**src/rtl/xnor_arb_pkg.sv**
```systemverilog
// Shared types and constants for the round-robin XNOR/equality arbiter.
// The XNOR_ARB_STATS_EN macro (used by the top) enables the mismatch counter.
package xnor_arb_pkg;

  typedef enum logic [1:0] {
    IDLE  = 2'd0,
    SHIFT = 2'd1,
    DONE  = 2'd2
  } state_t;

  localparam int                   ERR_CNT_W   = 8;
  localparam logic [ERR_CNT_W-1:0] ERR_CNT_MAX = 8'hFF;

  localparam int DEF_NREQ  = 4;
  localparam int DEF_WIDTH = 8;

endpackage

```
**src/rtl/xnorgate.sv**
```systemverilog
// Single-bit XNOR gate; the one shared datapath element time-multiplexed by the arbiter.
module xnorgate (
  input  logic a,
  input  logic b,
  output logic y
);

  assign y = ~(a ^ b);

endmodule

```
**src/rtl/xnor_cmp_arbiter.sv**
```systemverilog
// Round-robin arbiter streaming one requester's operands LSB-first through a shared xnorgate.
// Define XNOR_ARB_STATS_EN to build the saturating mismatch counter behind err_cnt.
module xnor_cmp_arbiter
  import xnor_arb_pkg::*;
#(
  parameter int NREQ  = DEF_NREQ,
  parameter int WIDTH = DEF_WIDTH
) (
  input  logic                  clk,
  input  logic                  rst_n,
  input  logic [NREQ-1:0]       req,
  input  logic [NREQ*WIDTH-1:0] a_bus,
  input  logic [NREQ*WIDTH-1:0] b_bus,
  output logic [NREQ-1:0]       gnt,
  output logic                  busy,
  output logic                  done,
  output logic [WIDTH-1:0]      xnor_out,
  output logic                  eq,
  output logic [ERR_CNT_W-1:0]  err_cnt
);

  localparam int              KW       = $clog2(WIDTH) + 1;
  localparam int              PW       = $clog2(NREQ);
  localparam logic [KW-1:0]   K_LAST   = KW'(WIDTH - 1);
  localparam logic [PW-1:0]   PTR_LAST = PW'(NREQ - 1);

  state_t            state_q, state_d;
  logic [PW-1:0]     ptr_q, idx_q, idx_d;
  logic [KW-1:0]     k_q;
  logic [NREQ-1:0]   gnt_d;
  logic [WIDTH-1:0]  a_q, b_q, acc_q, acc_next, a_sel, b_sel;
  logic              gate_y;
  logic              last_bit;
  int                pick;

  // First set request at or above ptr, wrapping; closest distance wins.
  function automatic int rr_pick(input logic [NREQ-1:0] r, input logic [PW-1:0] ptr);
    int best_d;
    int d;
    rr_pick = 0;
    best_d  = NREQ;
    for (int i = 0; i < NREQ; i++) begin
      d = (i + NREQ - int'(ptr)) % NREQ;
      if (r[i] && d < best_d) begin
        best_d  = d;
        rr_pick = i;
      end
    end
  endfunction

  always_comb begin
    pick  = rr_pick(req, ptr_q);
    gnt_d = '0;
    idx_d = '0;
    a_sel = '0;
    b_sel = '0;
    for (int i = 0; i < NREQ; i++) begin
      if (i == pick) begin
        gnt_d[i] = 1'b1;
        idx_d    = PW'(i);
        a_sel    = a_bus[i*WIDTH +: WIDTH];
        b_sel    = b_bus[i*WIDTH +: WIDTH];
      end
    end
  end

  xnorgate u_gate (
    .a (a_q[0]),
    .b (b_q[0]),
    .y (gate_y)
  );

  // Result bits enter at the MSB so bit 0 lands at the LSB after WIDTH shifts.
  assign acc_next = (acc_q >> 1) | (WIDTH'(gate_y) << (WIDTH - 1));
  assign last_bit = (state_q == SHIFT) && (k_q == K_LAST);
  assign done     = (state_q == DONE);

  always_comb begin
    // NOTE: default first so every path assigns state_d and no latch is inferred.
    state_d = state_q;
    case (state_q)
      IDLE:    if (|req) state_d = SHIFT;
      SHIFT:   if (k_q == K_LAST) state_d = DONE;
      DONE:    state_d = IDLE;
      default: state_d = IDLE;
    endcase
  end

  always_ff @(posedge clk) begin
    // NOTE: non-blocking assignments so all flops update from pre-edge values.
    if (!rst_n) state_q <= IDLE;
    else        state_q <= state_d;
  end

  always_ff @(posedge clk) begin
    if (!rst_n) begin
      gnt      <= '0;
      busy     <= 1'b0;
      xnor_out <= '0;
      eq       <= 1'b0;
      ptr_q    <= '0;
      idx_q    <= '0;
      k_q      <= '0;
    end else begin
      case (state_q)
        IDLE: begin
          if (|req) begin
            gnt   <= gnt_d;
            busy  <= 1'b1;
            idx_q <= idx_d;
            k_q   <= '0;
          end
        end
        SHIFT: begin
          k_q <= k_q + 1'b1;
          if (last_bit) begin
            xnor_out <= acc_next;
            eq       <= &acc_next;
          end
        end
        DONE: begin
          gnt   <= '0;
          busy  <= 1'b0;
          ptr_q <= (idx_q == PTR_LAST) ? '0 : idx_q + 1'b1;
        end
        default: ;
      endcase
    end
  end

  // NOTE: operand/accumulator registers carry no reset; they are always loaded before use.
  always_ff @(posedge clk) begin
    if (state_q == IDLE) begin
      a_q <= a_sel;
      b_q <= b_sel;
    end else if (state_q == SHIFT) begin
      a_q   <= a_q >> 1;
      b_q   <= b_q >> 1;
      acc_q <= acc_next;
    end
  end

`ifdef XNOR_ARB_STATS_EN
  logic [ERR_CNT_W-1:0] err_q;

  always_ff @(posedge clk) begin
    if (!rst_n) begin
      err_q <= '0;
    end else if (last_bit && !(&acc_next) && err_q != ERR_CNT_MAX) begin
      err_q <= err_q + 1'b1;
    end
  end

  assign err_cnt = err_q;
`else
  assign err_cnt = '0;
`endif

endmodule

```
**config.mk**
```make
export PLATFORM = sky130hd
export DESIGN_NAME = xnor_cmp_arbiter
export DESIGN_NICKNAME = d
export VERILOG_FILES = /design/src/rtl/xnor_arb_pkg.sv /design/src/rtl/xnorgate.sv /design/src/rtl/xnor_cmp_arbiter.sv
export SDC_FILE = /design/constraint.sdc
export NUM_CORES = 1
export LEC_CHECK = 0
export ABC_CLOCK_PERIOD_IN_PS = 3400
export BUFFER_PORTS_ARGS = -buffer_cell sky130_fd_sc_hd__buf_2
export CAP_MARGIN = 20
export CORE_UTILIZATION = 45
export CTS_BUF_LIST = sky130_fd_sc_hd__clkbuf_16
export DETAILED_ROUTE_END_ITERATION = 10
export GPL_TIMING_DRIVEN = 0
export PLACE_DENSITY = 0.87
export SLEW_MARGIN = 0
export SYNTH_ARGS = -nofsm -noshare
export SYNTH_HDL_FRONTEND = slang
export SYNTH_SLANG_ARGS = --single-unit
```
**constraint.sdc**
```tcl
create_clock -name clk -period 3.4 [get_ports clk]
set_clock_uncertainty 0.05 [all_clocks]
set_input_delay 0.34 -clock clk [delete_from_list [all_inputs] [get_ports clk]]
set_output_delay 0.34 -clock clk [all_outputs]
set_load 0.05 [all_outputs]
```
======== Word-level counts from Yosys, hierarchy flattened ========
Cells that the tools add are included.
word-level totals
  bits in registers ....................... 48
  latch bits .............................. 0
  bits in writable memories ............... 0
  bits in read-only memories .............. 0
  bits of input ports ..................... 70
  output and inout port bits .............. 23
  memories kept ........................... 0
cells by class
  $add $sub $neg .......................... 6
  $mul .................................... 0
  divide/modulo/power cells ............... 0
  $lt $le $gt $ge ......................... 4
  eq/ne operators ......................... 9
  shift operators ......................... 0
  muxes and demuxes ....................... 35
  bitwise logic cells ..................... 8
  reduce and logical (&&, ||, !) cells .... 21
operators by type and width
  operator             number
  $lt 3x32->1          3
  $mux 32              3
  $mux 8               12
  $eq 3x32->1 const A  2
  $eq 2x32->1 const A  1
  $logic_not 32->1     1
  $pmux 4 s2           2
  $sub 3x2->4 const A  4
  $mux 2               7
  $reduce_and 2->1     6
  $mux 4               2
  $or 7x8->8           1
  $reduce_and 8->1     1
  $reduce_or 2->1      4
  $mux 1               7
  $logic_and 1x1->1    5
  $add 4x1->4 const B  1
  $and 1x1->1          4
  $eq 2x2->1 const B   2
  $eq 4x3->1 const B   1
  $lt 3x4->1 const B   1
  $pmux 2 s2           1
  $reduce_bool 2->1    2
  $reduce_or 4->1      1
  8 further kinds      9

======== Logic depth before layout (Yosys ltp) ========
  depth in word-level cells ............... 21
  gate-level depth with buffers ........... 17
  depth with buffers taken out ............ 14

======== By module ========
A second synthesis with hierarchy kept.
unflattened totals
  cells, all modules ...................... 284
  area total of the unflattened synthesis .. 2590.0 um^2
by module, submodules not included
  module            instances  cells an instance  area an instance (um^2)
  xnor_cmp_arbiter  1          283                2581.2
  xnorgate          1          1                  8.8

======== Worst setup path before layout ========
Ideal clock, no wire load.
  path kind ............................... flip-flop to flip-flop
  from .................................... register ptr_q[0]
  to ...................................... register b_q[3] (data pin)
  library setup time ...................... 0.268 ns
  arrival time ............................ 2.893 ns
  data required time ...................... 3.082 ns
  path slack .............................. 0.189 ns
  cell stages (with the launch flop) ...... 16
  path buffers ............................ 3
  clock period less this slack ............ 3.211 ns
  cells stage by stage .................... dfxtp_1 nor2b_2 a32oi_1 ha_1 o22ai_1 o21ai_2 buf_2 o21ai_0 ha_1 and2b_4 o211ai_2 and3_1 buf_6 buf_6 o21ai_0 o221ai_2
on the way
  word-level cells in the longest chain between the ends .. 21
  elaborated cells on any way between the ends .. 35
  those cells by class .................... add/sub: 4; order compare: 4; eq/ne: 3; mux: 11; bitwise: 4; reduce/logical: 9
RTL lines
  element                           line                     text
  from (decl)                       xnor_cmp_arbiter.sv:28   logic [PW-1:0] ptr_q, idx_q, idx_d;
  from (signal assigned)            xnor_cmp_arbiter.sv:124  ptr_q <= (idx_q == PTR_LAST) ? '0 : idx_q + 1'b1;
  $sub 3x2->4                       xnor_cmp_arbiter.sv:43   d = (i + NREQ - int'(ptr)) % NREQ;
  $reduce_or 2->1 (no source line)  --
  $and 1x1->1 (no source line)      --
  $lt 3x4->1                        xnor_cmp_arbiter.sv:44   if (r[i] && d < best_d) begin
  $logic_and 1x1->1                 xnor_cmp_arbiter.sv:44
  $mux 32                           xnor_cmp_arbiter.sv:44
  $lt 3x32->1                       xnor_cmp_arbiter.sv:44
  $logic_and 1x1->1                 xnor_cmp_arbiter.sv:44
  [3 not listed]                    --
  $mux 32                           xnor_cmp_arbiter.sv:44
  $lt 3x32->1                       xnor_cmp_arbiter.sv:44
  $logic_and 1x1->1                 xnor_cmp_arbiter.sv:44
  $mux 2 (*)                        xnor_cmp_arbiter.sv:44
  $logic_not 32->1                  xnor_cmp_arbiter.sv:58   if (i == pick) begin
  $mux 8 (3 in a row)               xnor_cmp_arbiter.sv:58
  $mux 8 (*)                        xnor_cmp_arbiter.sv:58
  $mux 8 (*)                        xnor_cmp_arbiter.sv:133  if (state_q == IDLE) begin
  to (signal assigned)              xnor_cmp_arbiter.sv:135  b_q <= b_sel;
  to (signal assigned)              xnor_cmp_arbiter.sv:138  b_q <= b_q >> 1;
  to (decl)                         xnor_cmp_arbiter.sv:31   logic [WIDTH-1:0] a_q, b_q, acc_q, acc_next, a_sel, b_sel;
Mark *: on every way between the ends. The rest lies on a longest branch, timed or not.
A chain may end at the register's enable or synchronous reset.

======== Final worst setup path ========
Ends and elaborated chain as after synthesis.

==> qor.yml <==
status: "finished clean"
finalMaxSlewViolations: 0
cp_num_buf_inv: 3
ioPinCount: 93
wire_per_inst_um: 15.7
dp_hpwl_mm: 4.86
grt_max_degree: 20
cap_violations: 0
power_leakage_nw: 1.52
slowest_delay_ps: 370
crit_arrival_ps: 3310
initial_utilization_pct: 47.8
fillers: 455
grt_pass1_wl_mm: 11.1
synth-edff-count: 23
postSynth.asyncResetShare_pct: 0
hold_viol: 0
powerDensity_nw_per_um2: 433
fin_util_pct: 61.2
synthFlopType: "dfxtp_1"
synth_area_um2: 2680
hold_end: "b_q[7]$_SDFFCE_PN0P_"
area_growth_pct: 28.0
p_seq_share_pct: 45.5
crit_top_cell: "buf_6"
antenna_found_initial: 0
reg2reg_depth: 16
critPathCaptureType: "flop"
netlist.area_leader.share_pct: 25.8
hold_ws_ps: 302
worstSetupPathType: "reg2reg"
nets: 436
max_clock_freq_mhz: 309
crit_fanout: 10
drt_iter0_drc: 158
crit_chain: "nor2b_4, a32oi_1, ha_1, o22ai_2, o21ai_2, buf_6, nand2_1, o21ai_1, ha_1, and2b_4, o211ai_2, and3_1, buf_6, nand4_2, buf_6, o221ai_2"
finalSetupTns_ps: 0
hold_class: "in2reg"
pwr-share-clk_pct: 35.4
grt_usage_pct: 22.8
vias: 2396
slew_headroom_pct: 44.8
portBuffers: 84
cts_tree: "done"
tightest_slew_ps: 820
ctsRootBufferMaster: "clkbuf_16"
cts_buffers: 5
core-area_um2: 5610
synth_cells: 263
grt.overflow.total: 0
synth.yosys.seq_area_share_pct: 43.7
num_antenna_cells: 0
die_y_um: 79.2
num_rows: 27
cts_max_level: 2
irDropWorstVdd_v: 0.000228
drc: 0
ys_top_cells_by_area: "edfxtp_1 26%, dfxtp_1 18%, o221ai_2 5.6%"
timing.rr.start: "ptr_q[0]$_SDFFE_PN0P_"
swShare_pct: 26.6
hp-start: "b_bus[31]"
wirelength_mm: 6.84
fin_crit_ps: 3230
rrSetupSlack_ps: 170
setup_viol: 0
ys_ff_latch: 47
dieArea_um2: 6270
die_w_um: 79.2
fin_cells: 435
synth_warnings: 0
worst_setup_path_start_kind: "flop"
combPwrFrac_pct: 19.1
reg2reg_to: "b_q[3]$_DFFE_PP_"
power.net_switching_uw: 396
slowest_stage: "dfxtp_4"
timing.final.crit_share_pct: 95.1
vias_per_cell: 5.51
p_int_mw: 1.09
grt_pass1_vias: 2360
layout-drive-gt1-share_pct: 39.9
avgSynthCellArea_um2: 10.2
required_ps: 3470
clock_sinks: 47
dr.pass1.iters: 4
synth_top_cell_by_area: "edfxtp_1"
ys_types: 49
hold_path_depth: 3
finalWeightedCongestion: 0.822
drtAntennaViolNets: 0
post-place-cells: 426
clock_latency_ps: 290
cts_hold_buffers: 0
clkTransAtPathRegs_ps: 60
cts.path.max_buffers: 2
critPathTopFamily: "compound AO/OA/AOI/OAI gates"
-- cell usage after synthesis (all sizes together), types with 2 or more instances --
library cell  count
a21o              3
nor2b            18
a311o             3
nand4             3
a221oi           11
inv              18
buf              16
nor3              3
dfxtp            24
nand3             7
a22oi             4
o211a             2
nand2            30
o211ai            2
ha                4
nor2             17
xnor2             2
o21a              2
a32oi             3
and2              3
o21ai            18
mux2i            10
a21oi             8
clkbuf            5
edfxtp           23
a21boi            2
o221ai           11
a31o              2
-- cell type report --
type / instances / area, um2 / area share [%]
Timing Repair Buffer: 85 / 428 / 12.5
Multi-Input combinational cell: 184 / 1350 / 39.4
Inverter: 18 / 67.6 / 1.97
Clock inverter: 2 / 12.5 / 0.364
Clock buffer: 6 / 150 / 4.37
Buffer: 21 / 158 / 4.59
Tap cell: 72 / 90.1 / 2.62
Sequential cell: 47 / 1180 / 34.3
-- flip-flops by register name, indices dropped and copies added, names as in the netlist, 2 cells and up --
signal and flops:
a_q 8, b_q 8, xnor_out 8, acc_q 7, gnt 4, k_q 4, idx_q 2, ptr_q 2
state_q 2
-- worst register-to-register path: cells and delay by family, from the launching register on --
kind / cells / cell delay (ps)
and+or+nand+nor: 5 / 740
AOI/OAI and AO/OA: 6 / 960
buffers and inverters: 3 / 500
DFF: 1 / 370
adders and majority gates: 2 / 440
-- logic make-up after synthesis --
logic type / Yosys count / synth area share, %
flip-flops: 47 / 43.7
XOR/XNOR: 2 / 0.653
multiplexers: 11 / 4.15
adder cells (fa/ha/maj): 4 / 1.87
AND/OR/NAND/NOR: 86 / 16.3
other: 1 / 0.140
buffers and inverters: 39 / 7.98
AO/OA/AOI/OAI: 73 / 25.2
-- cells in the final DEF (no fill, tap or decap), drive strengths merged, types with 7 or more instances in the layout --
cell type | netlist | routed
buf | 16 | 101
nand2 | 30 | 30
dfxtp | 24 | 24
edfxtp | 23 | 23
inv | 18 | 19
nor2b | 18 | 18
o21ai | 18 | 18
nor2 | 17 | 17
o221ai | 11 | 11
a221oi | 11 | 11
clkbuf | 5 | 11
mux2i | 10 | 10
a21oi | 8 | 8
conb | 1 | 8
nand3 | 7 | 7
-- power by group through the flow --
stage	Sequential [mW]	Clock (mW)	Combinational, mW
2_1_floorplan	0.694	0	0.176
3_3_place_gp	0.686	0	0.267
3_5_place_dp	0.689	0	0.274
4_1_cts	0.677	0.528	0.278
5_1_grt	0.682	0.550	0.306
6_report	0.677	0.527	0.284
-- through the flow --
step                      cell area [um2]  worst slack [ps]  power [mW]
after floorplan                      2710               189       0.870
after global placement               3220              -302       0.953
after detailed placement             3220              -342       0.963
after CTS                            3400              37.2        1.48
after global routing                 3430             -35.1        1.54
final                                3430               168        1.49
-- how the worst max path moves through the flow --
stage / slack [ps] / end / cells past startpoint / start
after global placement: -300 / a_q[5]$_DFFE_PP_ / 17 / req[0]
final: 170 / b_q[3]$_DFFE_PP_ / 16 / ptr_q[0]$_SDFFE_PN0P_
after CTS: 40 / b_q[4]$_DFFE_PP_ / 16 / ptr_q[0]$_SDFFE_PN0P_
after detailed placement: -340 / a_q[5]$_DFFE_PP_ / 17 / req[0]
after global routing: -40 / b_q[0]$_DFFE_PP_ / 15 / ptr_q[0]$_SDFFE_PN0P_
after floorplan: 190 / b_q[3]$_DFFE_PP_ / 15 / ptr_q[0]$_SDFFE_PN0P_
-- what timing repair did --
action	CTS	global route
pin swaps	1	2
resized for setup	4	11
setup endpoints to repair	19	18
setup buffers	1	0
-- routing by layer --
metal | part of all wire, % | GRT usage (%) | up-vias
met5 | 0 | 0 | -
met2 | 50 | 42.4 | 104
met3 | 6.2 | 3.10 | 16
met4 | 2.0 | 7.64 | 0
li1 | - | - | 1153
met1 | 41 | 26.7 | 1123
Power figures use the tool's default switching activity.
